==> src/rtl/aes256_out_serializer.sv <==
// Block FIFO behind the AES-256 encryptor; drains each block as W-bit words, MS word first.
// Optional macro AES_OUT_OVF_CNT_EN builds a saturating dropped-block counter on ovf_count.
module aes256_out_serializer #(
  parameter int unsigned N     = 16,
  parameter int unsigned DEPTH = 2,
  parameter int unsigned W     = 32
) (
  input  logic                clk,
  input  logic                resetn,
  input  logic [N-1:0][7:0]   encData,
  input  logic                done,
  output logic [W-1:0]        dout,
  output logic                dout_valid,
  input  logic                dout_ready,
  output logic                dout_last,
  output logic                full,
  output logic                empty,
  output logic                overflow,
  output logic [7:0]          ovf_count
);

  localparam int unsigned BW  = N * 8;
  localparam int unsigned WPB = BW / W;
  localparam int unsigned PW  = (DEPTH > 1) ? $clog2(DEPTH) : 1;
  localparam int unsigned CW  = $clog2(DEPTH) + 1;
  localparam int unsigned IW  = (WPB > 1) ? $clog2(WPB) : 1;

  logic [BW-1:0] r_mem [DEPTH];
  logic [PW-1:0] r_wr_ptr;
  logic [PW-1:0] r_rd_ptr;
  logic [CW-1:0] r_count;
  logic [IW-1:0] r_word_idx;
  logic          r_overflow;

  logic [BW-1:0] w_head;
  logic [BW-1:0] w_shifted;
  logic          w_full;
  logic          w_empty;
  logic          w_valid;
  logic          w_word_last;
  logic          w_xfer;
  logic          w_pop;
  logic          w_write;
  logic          w_drop;

  always_comb begin
    w_full      = (r_count == CW'(DEPTH));
    w_empty     = (r_count == '0);
    w_valid     = !w_empty;
    w_word_last = (r_word_idx == IW'(WPB - 1));
    w_xfer      = w_valid && dout_ready;
    w_pop       = w_xfer && w_word_last;
    // A pop frees a slot in the same cycle, so a done that lands then is still accepted.
    w_write     = done && (!w_full || w_pop);
    w_drop      = done && w_full && !w_pop;
  end

  always_comb begin
    w_head    = r_mem[r_rd_ptr];
    w_shifted = w_head << (W * r_word_idx);
    dout      = '0;
    if (w_valid) begin
      dout = w_shifted[BW-1 -: W];
    end
  end

  assign dout_valid = w_valid;
  assign dout_last  = w_valid && w_word_last;
  assign full       = w_full;
  assign empty      = w_empty;
  assign overflow   = r_overflow;

  always_ff @(posedge clk) begin
    if (resetn && w_write) begin
      r_mem[r_wr_ptr] <= encData;
    end
  end

  always_ff @(posedge clk) begin
    if (!resetn) begin
      r_wr_ptr   <= '0;
      r_rd_ptr   <= '0;
      r_count    <= '0;
      r_word_idx <= '0;
      r_overflow <= 1'b0;
    end else begin
      if (w_xfer) begin
        r_word_idx <= w_word_last ? '0 : r_word_idx + IW'(1);
      end
      if (w_pop) begin
        r_rd_ptr <= (r_rd_ptr == PW'(DEPTH - 1)) ? '0 : r_rd_ptr + PW'(1);
      end
      if (w_write) begin
        r_wr_ptr <= (r_wr_ptr == PW'(DEPTH - 1)) ? '0 : r_wr_ptr + PW'(1);
      end
      if (w_write && !w_pop) begin
        r_count <= r_count + CW'(1);
      end else if (w_pop && !w_write) begin
        r_count <= r_count - CW'(1);
      end
      if (w_drop) begin
        r_overflow <= 1'b1;
      end
    end
  end

`ifdef AES_OUT_OVF_CNT_EN
  logic [7:0] r_ovf_cnt;

  always_ff @(posedge clk) begin
    if (!resetn) begin
      r_ovf_cnt <= '0;
    end else if (w_drop && (r_ovf_cnt != 8'hff)) begin
      r_ovf_cnt <= r_ovf_cnt + 8'd1;
    end
  end

  assign ovf_count = r_ovf_cnt;
`else
  assign ovf_count = '0;
`endif

endmodule

==> config.mk <==
export PLATFORM = sky130hd
export DESIGN_NAME = aes256_out_serializer
export DESIGN_NICKNAME = d
export VERILOG_FILES = /design/src/rtl/aes256_out_serializer.sv
export SDC_FILE = /design/constraint.sdc
export NUM_CORES = 1
export LEC_CHECK = 0
export ABC_AREA = 1
export CAP_MARGIN = 20
export CORE_UTILIZATION = 28
export CTS_BUF_LIST = sky130_fd_sc_hd__clkbuf_4
export CTS_CLUSTER_SIZE = 10
export DETAILED_ROUTE_END_ITERATION = 6
export GPL_ROUTABILITY_DRIVEN = 0
export PLACE_DENSITY_LB_ADDON = 0.08
export SLEW_MARGIN = 0
export SYNTH_ARGS = -nofsm -noshare
export SYNTH_HDL_FRONTEND = slang
export SYNTH_SLANG_ARGS = --single-unit
==> constraint.sdc <==
create_clock -name clk -period 10.15 [get_ports clk]
set_clock_uncertainty 0.15 [all_clocks]
set_input_delay 2.03 -clock clk [delete_from_list [all_inputs] [get_ports clk]]
set_output_delay 2.03 -clock clk [all_outputs]
set_load 0.005 [all_outputs]
# Word level (Yosys, flattened, before mapping)
# Memory sizes are Yosys's and may differ from the RTL's. A register that Yosys moved wholly into a read port is not among the register bits.
# Cells that the tools add are included.
word_totals:
  register_bits: 7
  word_cells: 40
  in_bits: 132
  out_inout_bits: 45
  mem_bits_rw: 256
  memories: 1
op_classes:
  reduce_logical: 16
  muxes: 10
  eq_ne: 2
  add_sub_neg: 5
  shifts: 1
memory_table:
  columns: ["memory", "words", "word_bits", "read_ports", "rd_ports_with_merged_regs", "write_ports", "line_no", "text"]
  rows:
  - ["r_mem", 2, 128, 1, 1, 1, "28", "logic [BW-1:0] r_mem [DEPTH];"]
op_table:
  columns: ["op", "count"]
  rows:
  - ["$shl A128 B7 Y128", 1]
  - ["$mux W32", 1]
  - ["$logic_and A1 B1 Y1", 9]
  - ["$mux W1", 6]
  - ["$mux W2", 3]
  - ["$add A2 B1 Y2 const B", 2]
  - ["$eq A2 B2 Y1 const B", 2]
  - ["$logic_not A1 Y1", 4]
  - ["$add A1 B1 Y1 const B", 2]
  - ["$logic_not A2 Y1", 1]
  - ["$reduce_bool A2 Y1", 1]
  - ["$sub A2 B1 Y2 const B", 1]
  - ["$logic_or A1 B1 Y1", 1]

# Depth between registers and ports, before layout
# Gate-level depths: netlist of the first run.
logic_depth:
  word_depth: 10
  depth_mapped: 12
  mapped_depth_nobuf: 12

# Worst setup path after synthesis of the first run
# OpenSTA, ideal clock, no wires.
synth_timing:
  path_type: "input-to-reg"
  from: "input dout_ready"
  to: "memory r_mem[1][0] (netlist name) (enable)"
  stages: 4
  n_path_buf: 0
  arrival_ns: 7.641
  slack_ns: 1.743
  setup_time_ns: 0.616
  required_time_ns: 9.384
  cell_sequence: "nand3_1 -> nand2_1 -> nand2_1 -> nor2_1"
synth_between:
  elab_chain_cells: 7
synth_rtl:
  columns: ["item", "line_no", "text"]
  rows:
  - ["start, declared", "14", "input logic dout_ready,"]
  - ["$logic_and A1 B1 Y1", "51", "w_xfer = w_valid && dout_ready;"]
  - ["$logic_and A1 B1 Y1", "52", "w_pop = w_xfer && w_word_last;"]
  - ["$logic_or A1 B1 Y1", "54", "w_write = done && (!w_full || w_pop);"]
  - ["$logic_and A1 B1 Y1", "54", null]
  - ["$logic_and A1 B1 Y1", "74", "if (resetn && w_write) begin"]
  - ["$mux W1", "74", null]
  - ["$mux W1 (implied by the code)", "75", "r_mem[r_wr_ptr] <= encData;"]
  - ["end, declared", "28", null]
# No other way between the ends.

==> metrics.md, run 1 <==
| Metric | Value |
|---|---|
| Outcome | complete, no violations |
| # IOs | 177 |
| Critical Path Slowest Stage Cell | buf_4 |
| Final min period | 5.692 ns |
| Worst slew margin | 34.45% |
| Top post-synthesis cells by area | edfxtp_1 (66%), nand2_1 (11%), inv_1 (8.6%) |
| Switching share of power | 25.67% |
| Hold Crit Class | register to register |
| Final hold violations | 0 |
| Die Width | 205.6 um |
| Crit start category | register |
| CTS tree | done |
| Total power | 2.562 mW |
| Final setup vio count | 0 |
| Initial antenna violation count | 1 |
| Tot GR Track Use | 15.37% |
| Share of cells above drive strength 1 | 9.630% |
| Crit share post-route | 56.08% |
| Pleak | 6.380 nW |
| Placed cell area | 13740 um2 |
| CTS buffer count | 77 |
| Placed instance count | 1829 |
| P&R area growth vs syn | 26.55% |
| Die area | 42270 um2 |
| Largest net degree at the start of global routing | 81 |
| DRC Markers | 0 |
| FFs w/ async S/R, synth | 0% |
| Fin Setup TNS | 0 ns |
| Fmax | 175.7 MHz |
| Port bufs | 168 |
| Initial core utilization | 28.42% |
| Routed wire length | 31680 um |
| Hold Buf Count CTS | 0 |
| Power Internal | 1.904 mW |
| Cell area after layout | 14690 um2 |
| Post-synth EDFFs | 256 |
| H-tree Lvls | 3 |
| CORE AREA | 40830 um2 |
| Switching pwr | 0.6575 mW |
| Post-route ant nets | 0 |
| Max Root-Sink Buffers | 3 |
| Crit-path leading delay family | buffers and inverters |
| Unrepaired setup endpoints after global routing | false |
| Worst EP required | 7.97 ns |
| Final core utilization | 35.97% |
| CP max FO | 80 |
| Post-synthesis average cell area | 9.894 um2 |
| #FFs+latches synth | 264 |
| VDD IR max | 0.00005257 V |
| Crit path buffers/inverters | 3 |
| Global-route wire length before repair | 47610 um |
| Post_cts resized | 0 |
| Routed via count | 8063 |
| Combinational cell fraction of total power | 12.6% |
| Top FF cell, synth | edfxtp_1 |
| Post-Syn Instances | 1173 |
| Seq/Total Area, Yosys | 67.62% |
| Slowest cell delay on critical path | 0.83 ns |
| Max-Cap Viols | 0 |
| Clk root buf | clkbuf_4 |
| Synth top cells by count | nand2_1 (330), inv_1 (267), edfxtp_1 (256), nand3_1 (163), nor2_1 (73) |
| Min Hold Slack | 0.3118 ns |
| Clock latency on the worst-skew pair | 0.72 ns |
| Netlist cell types | 18 |
| DIE HEIGHT | 205.6 um |
| Postcts setup bufs | 0 |
| FP Rows | 74 |
| DP Wirelength | 18870 um |
| Synth Warn # | 0 |
| Vias in the first global route | 7946 |
| First-iteration detailed-routing DRC count | 346 |
| Reg clk slew, reported paths | 0.06 ns |
| Area share of the largest cell type after synthesis | 66.24% |
| Drt wl/cell | 16.10 um |
| Kind of critical path | register to output port |
| Worst slew pin tran | 0.9833 ns |
| Crit path capture type | output port |
| Most common cell in the netlist | nand2_1 |
| NumNets Final | 1510 |
| Yosys top cell by area | edfxtp_1 |
| Cell area power density | 174.4 nW/um2 |
| Clock Sinks | 264 |
| Detail-routed via count per cell | 4.097 |
| Setup Slack @ Placement | 4.942 ns |
| Mapped Area | 11610 um2 |
| Fin worst setup slack | 4.458 ns |
| First drt pass iteration count | 6 |
| GRT Residual Overflow | 0 |
| Clock power frac | 38.0% |
| Final Max Slew Viols | 0 |
| Flop pwr share | 49.4% |
| Worst-path cell chain | inv_4, buf_4, nand2_1, nand3_1, nand3_1, nand2_1, nor2_1, clkdlybuf4s50_1 |
| Data arrival, critical path | 3.51 ns |
| Fin cells | 1968 |
[cells by family after synthesis]
family,synth area share (%)
AO/OA/AOI/OAI,0.3881
other,0.03231
flip-flops,67.62
adder cells (fa/ha/maj),0.2156
AND/OR/NAND/NOR,20.24
buffers and inverters,11.51
[path summary, 6_finish.rpt]
| check | slack, ns | cells past startpoint | startpoint | end |
|---|---|---|---|---|
| worst max register to register | 5.95 | 7 | r_word_idx[1] | r_mem[1][51] |
| worst min-delay path | 0.31 | 2 | overflow | overflow |
| worst max-delay path | 4.46 | 8 | register | dout[28] |
| worst min register to register | 0.31 | 2 | overflow | overflow |
[flip-flops by register name, summed over array words and instances, names as in the netlist, named ones only]
signal / count
r_mem: 256
r_count: 2
r_word_idx: 2
r_wr_ptr: 1
overflow: 1
r_rd_ptr: 1
[power groups by stage]
stage	clock, mW	sequential (mW)	combinational [mW]
finish	0.974	1.27	0.323
global route	1.07	1.27	0.360
floorplan	0	1.29	0.151
global placement	0	1.29	0.331
CTS	1.02	1.27	0.332
detailed placement	0	1.29	0.330
[routing by layer]
layer / up-vias / part of all wire (%) / wire (um) / GRT usage, %
met2: 206 / 44 / 13810 / 22.39
met5: - / 0 / 0 / 0
met4: 0 / 2.3 / 724 / 6.561
li1: 4117 / - / - / -
met1: 3680 / 49 / 15500 / 21.76
met3: 60 / 5.2 / 1645 / 3.468
[cell usage in the layout, fill, tap and decap left out, drive strengths merged]
cell,n
ha,2
nand2,331
nand3b,1
diode,3
edfxtp,256
inv,273
clkdlybuf4s50,168
nor2,73
dfxtp,8
clkinv,16
a21oi,6
buf,9
conb,8
nand3,163
o21ai,3
or2,1
clkbuf,115
[area by class of cell]
| class | count | area, um2 |
|---|---|---|
| Multi-Input combinational cell | 588 | 2456 |
| Clock buffer | 115 | 863.3 |
| Timing Repair Buffer | 177 | 1749 |
| Inverter | 268 | 1013 |
| Antenna cell | 3 | 7.507 |
| Clock inverter | 21 | 78.83 |
| Tap cell | 532 | 665.6 |
| Sequential cell | 264 | 7854 |
| Fill cell | 4141 | 26140 |
[worst min-delay path, stage by stage, from the launching register on]
cell and delay [ns]:
dfxtp_1 0.31, inv_1 0.05, a21oi_1 0.06
(Power assumes the default switching activity.)
==> inputs of run 2 (changes only) <==
==> constraint.sdc (replaced) <==
create_clock -name clk -period 4.7 [get_ports clk]
set_clock_uncertainty 0.15 [all_clocks]
set_input_delay 0.94 -clock clk [delete_from_list [all_inputs] [get_ports clk]]
set_output_delay 0.94 -clock clk [all_outputs]
set_load 0.005 [all_outputs]
==> metrics.md, run 2 (synthesized netlist as in run 1, its figures left out) <==
| Metric | Value |
|---|---|
| Fmax | 237.9 MHz |
| Final core utilization | 36.18% |
| Crit start category | register |
| Fin Setup TNS | 0 ns |
| Hold Buf Count CTS | 0 |
| Final setup vio count | 0 |
| First-iteration detailed-routing DRC count | 435 |
| # IOs | 177 |
| Kind of critical path | register to output port |
| Clock Sinks | 264 |
| Detail-routed via count per cell | 4.097 |
| Setup Slack @ Placement | 1.193 ns |
| Crit share post-route | 89.45% |
| CP max FO | 44 |
| Most common cell after layout, fill and taps aside | nand2_1 |
| Worst slew margin | 41.70% |
| Die Width | 205.6 um |
| Data arrival, critical path | 3.11 ns |
| DP Wirelength | 19690 um |
| Pleak | 6.414 nW |
| NumNets Final | 1517 |
| Max reg flops | 256 |
| Hold Crit Class | register to register |
| Worst EP required | 3.61 ns |
| Worst slew pin tran | 0.8714 ns |
| VDD IR max | 0.0001446 V |
| H-tree Lvls | 3 |
| Final Max Slew Viols | 0 |
| Reg clk slew, reported paths | 0.07 ns |
| First drt pass iteration count | 4 |
| Tot GR Track Use | 15.79% |
| Clock latency on the worst-skew pair | 0.71 ns |
| Routed via count | 8031 |
| Final min period | 4.204 ns |
| Fin worst setup slack | 0.4958 ns |
| CORE AREA | 40830 um2 |
| Crit path capture type | output port |
| Max Root-Sink Buffers | 3 |
| Cell area power density | 375.3 nW/um2 |
| Share of cells above drive strength 1 | 10.02% |
| Total power | 5.544 mW |
| Final hold violations | 0 |
| Die area | 42270 um2 |
| Max-Cap Viols | 0 |
| GRT Residual Overflow | 0 |
| Largest registers | r_mem x256, r_count x2, r_word_idx x2 |
| Reg-to-reg slack, setup | 1.56 ns |
| Outcome | complete, no violations |
| Most flop-heavy register | r_mem |
| Drt wl/cell | 16.39 um |
| Initial antenna violation count | 2 |
| P&R area growth vs syn | 27.27% |
| DRC Markers | 0 |
| Initial core utilization | 28.42% |
| Unrepaired setup endpoints after global routing | false |
| CTS tree | done |
| Post-route ant nets | 0 |
| Placed cell area | 13850 um2 |
| Commonest cells after routing, fill and taps aside | nand2_1 (330), inv_1 (265), edfxtp_1 (256) |
| DIE HEIGHT | 205.6 um |
| Port bufs | 168 |
| Clk root buf | clkbuf_4 |
| Global-route wire length before repair | 48770 um |
| FP Rows | 74 |
| CTS buffer count | 78 |
| Post_cts resized | 0 |
| Cell area after layout | 14770 um2 |
| Routed wire length | 32130 um |
| Postcts setup bufs | 0 |
| Vias in the first global route | 7981 |
| Largest net degree at the start of global routing | 89 |
==> run 2: stage by stage <==
stage	hold WS, ns	cells
6_report	0.3018	1960
5_1_grt	0.3281	1960
4_1_cts	0.3041	1959
3_5_place_dp	0.2938	1835
3_3_place_gp	0.2968	1835
2_1_floorplan	0.2966	1180
==> run 2: path summary, 6_finish.rpt <==
check | start | end | depth (start not counted)
min | overflow | overflow | 2
min reg2reg | overflow | overflow | 2
max | r_word_idx[0] | dout[16] | 7
max reg2reg | r_word_idx[0] | r_mem[0][39] | 7
==> run 2: critical path, stage by stage (launching register included) <==
cell             delay, ns
dfxtp_2               0.33
buf_4                 0.54
buf_4                 0.46
nand3_1               0.12
nand3_1               0.09
nand2_1               0.12
nor2_1                0.20
clkdlybuf4s50_1       0.53
==> run 2: cell type report <==
cell class / count / area [um2]
repair buffers: 183 / 1857
diodes: 1 / 2.502
flip-flops and latches: 264 / 7854
inverters: 268 / 1013
well taps: 532 / 665.6
clock buffers: 115 / 863.3
fillers: 4132 / 26060
clock inverters: 9 / 60.06
multi-input cells: 588 / 2456
==> run 2: per-layer routing <==
layer	vias up	part of all wire, %	GRT usage [%]
met5	-	0	0
met4	0	1.8	6.481
met3	40	5.0	3.405
met2	199	44	22.75
met1	3682	49	22.77
li1	4110	-	-
==> run 2: power breakdown <==
| group | leakage [nW] | internal (mW) | switching, mW |
|---|---|---|---|
| registers | 2.41 | 2.70 | 0.0316 |
| logic | 3.44 | 0.310 | 0.405 |
| clock network | 0.564 | 1.15 | 0.942 |
| total | 6.41 | 4.17 | 1.38 |
==> inputs of run 3 (changes only) <==
--- a/config.mk
+++ b/config.mk
@@ -12,7 +12,7 @@
 export CTS_CLUSTER_SIZE = 10
 export DETAILED_ROUTE_END_ITERATION = 6
 export GPL_ROUTABILITY_DRIVEN = 0
-export PLACE_DENSITY_LB_ADDON = 0.08
+export PLACE_DENSITY_LB_ADDON = 0.3
 export SLEW_MARGIN = 0
 export SYNTH_ARGS = -nofsm -noshare
 export SYNTH_HDL_FRONTEND = slang
==> metrics.md, run 3 (synthesized netlist as in run 1, its figures left out) <==
| Metric | Value |
|---|---|
| DP Wirelength | 19290 um |
| Routed wire length | 30390 um |
| Routed via count | 8049 |
| Unrepaired setup endpoints after global routing | false |
| Worst slew pin tran | 0.9496 ns |
| Final core utilization | 36.00% |
| Placed cell area | 13830 um2 |
| Cell area power density | 367.4 nW/um2 |
| Reg-to-reg slack, setup | 1.39 ns |
| Data arrival, critical path | 3.00 ns |
| Kind of critical path | register to output port |
| RR Endpoint | r_mem[1][6] |
| Min-delay src | overflow |
| DRC Markers | 0 |
| CTS tree | done |
| Clk root buf | clkbuf_4 |
| Cell area after layout | 14700 um2 |
| Worst-path cell chain | inv_2, buf_4, nand3_1, nand3_1, nand2_1, nor2_1, clkdlybuf4s50_1 |
| Tot GR Track Use | 14.52% |
| Commonest cells after routing, fill and taps aside | nand2_1 (330), inv_1 (265), edfxtp_1 (256) |
| Clock latency on the worst-skew pair | 0.68 ns |
| Worst Hold Depth | 2 |
| VDD IR max | 0.0001105 V |
| Port bufs | 168 |
| Postcts setup bufs | 0 |
| H-tree Lvls | 3 |
| Vias in the first global route | 7940 |
| Die area | 42270 um2 |
| Initial antenna violation count | 10 |
| WHS Endpoint | overflow |
| CORE AREA | 40830 um2 |
| Max Root-Sink Buffers | 3 |
| Most common cell after layout, fill and taps aside | nand2_1 |
| Most flop-heavy register | r_mem |
| Hold Buf Count CTS | 0 |
| Crit start category | register |
| CTS buffer count | 69 |
| Drt wl/cell | 15.54 um |
| Final min period | 4.087 ns |
| Largest registers | r_mem x256, r_count x2, r_word_idx x2 |
| Initial core utilization | 28.42% |
| Fmax | 244.7 MHz |
| CP max FO | 34 |
| Detail-routed via count per cell | 4.117 |
| Worst r2r src | r_word_idx[0] |
| Max reg flops | 256 |
| Slowest cell delay on critical path | 0.58 ns |
| Worst slew margin | 36.47% |
| Min Hold Slack | 0.3029 ns |
| First drt pass iteration count | 5 |
| Die Width | 205.6 um |
| Largest net degree at the start of global routing | 129 |
| Final setup vio count | 0 |
| FF-to-FF path depth | 7 |
| First-iteration detailed-routing DRC count | 411 |
| FP Rows | 74 |
| Post_cts resized | 0 |
| Fin Setup TNS | 0 ns |
| Pleak | 6.351 nW |
| Share of cells above drive strength 1 | 9.046% |
| Hold Crit Class | register to register |
| Reg clk slew, reported paths | 0.06 ns |
| CP dominant cell by count | nand3_1 |
| Global-route wire length before repair | 45500 um |
| Worst EP required | 3.61 ns |
| DIE HEIGHT | 205.6 um |
| NumNets Final | 1507 |
| GRT Residual Overflow | 0 |
| Post-route ant nets | 0 |
| Clock Sinks | 264 |
| P&R area growth vs syn | 26.64% |
| Max-Cap Viols | 0 |
| Final Max Slew Viols | 0 |
| # IOs | 177 |
| Crit share post-route | 86.96% |
| Crit path capture type | output port |
| Final hold violations | 0 |
| Outcome | complete, no violations |
| Critical Path Slowest Stage Cell | inv_2 |
run 3: power by group:
part           leakage [nW]  switching (mW)  internal (mW)
Combinational          3.43           0.383          0.304
Clock                 0.512           0.907           1.07
Sequential             2.41          0.0342           2.70
Total                  6.35            1.32           4.08
run 3: worst max path at each step:
stage,endpoint,startpoint,slack (ns),cells after the start
finish,dout[18],r_word_idx[0],0.61,7
global route,dout[18],r_word_idx[0],0.42,7
CTS,dout[18],r_word_idx[0],0.51,7
detailed placement,dout[18],r_word_idx[0],1.26,7
global placement,dout[18],r_word_idx[0],1.28,7
floorplan,r_mem[0][0],dout_ready,0.35,4
run 3: metal layers:
| layer | global-route usage (%) | routed length [um] | share of wire (%) | vias up |
|---|---|---|---|---|
| met3 | 4.165 | 2359 | 7.8 | 60 |
| li1 | - | - | - | 4096 |
| met2 | 22.03 | 13720 | 45 | 219 |
| met5 | 0 | 40 | 0.13 | - |
| met4 | 6.217 | 736 | 2.4 | 6 |
| met1 | 19.26 | 13530 | 45 | 3668 |
run 3: critical path: cells and delay by family, from the launching register on:
family / cells / cell delay, ns
AND/OR/NAND/NOR: 4 / 0.45
flip-flops: 1 / 0.32
buffers and inverters: 3 / 1.53
run 3: metrics by stage:
step	setup WS [ns]	total power, mW	instances
4_1_cts	0.5081	5.493	1947
3_3_place_gp	1.282	3.482	1834
2_1_floorplan	0.3461	3.110	1180
6_report	0.6130	5.400	1955
5_1_grt	0.4216	5.671	1953
3_5_place_dp	1.259	3.486	1834
run 3: layout make-up:
type	instances	area, um2
timing repair buffer	182	1837
tap	532	665.6
multi-input combinational	588	2456
antenna	8	20.02
clock inverter	14	108.9
sequential	264	7854
fill	4064	26130
inverter	268	1013
clock buffer	99	743.2
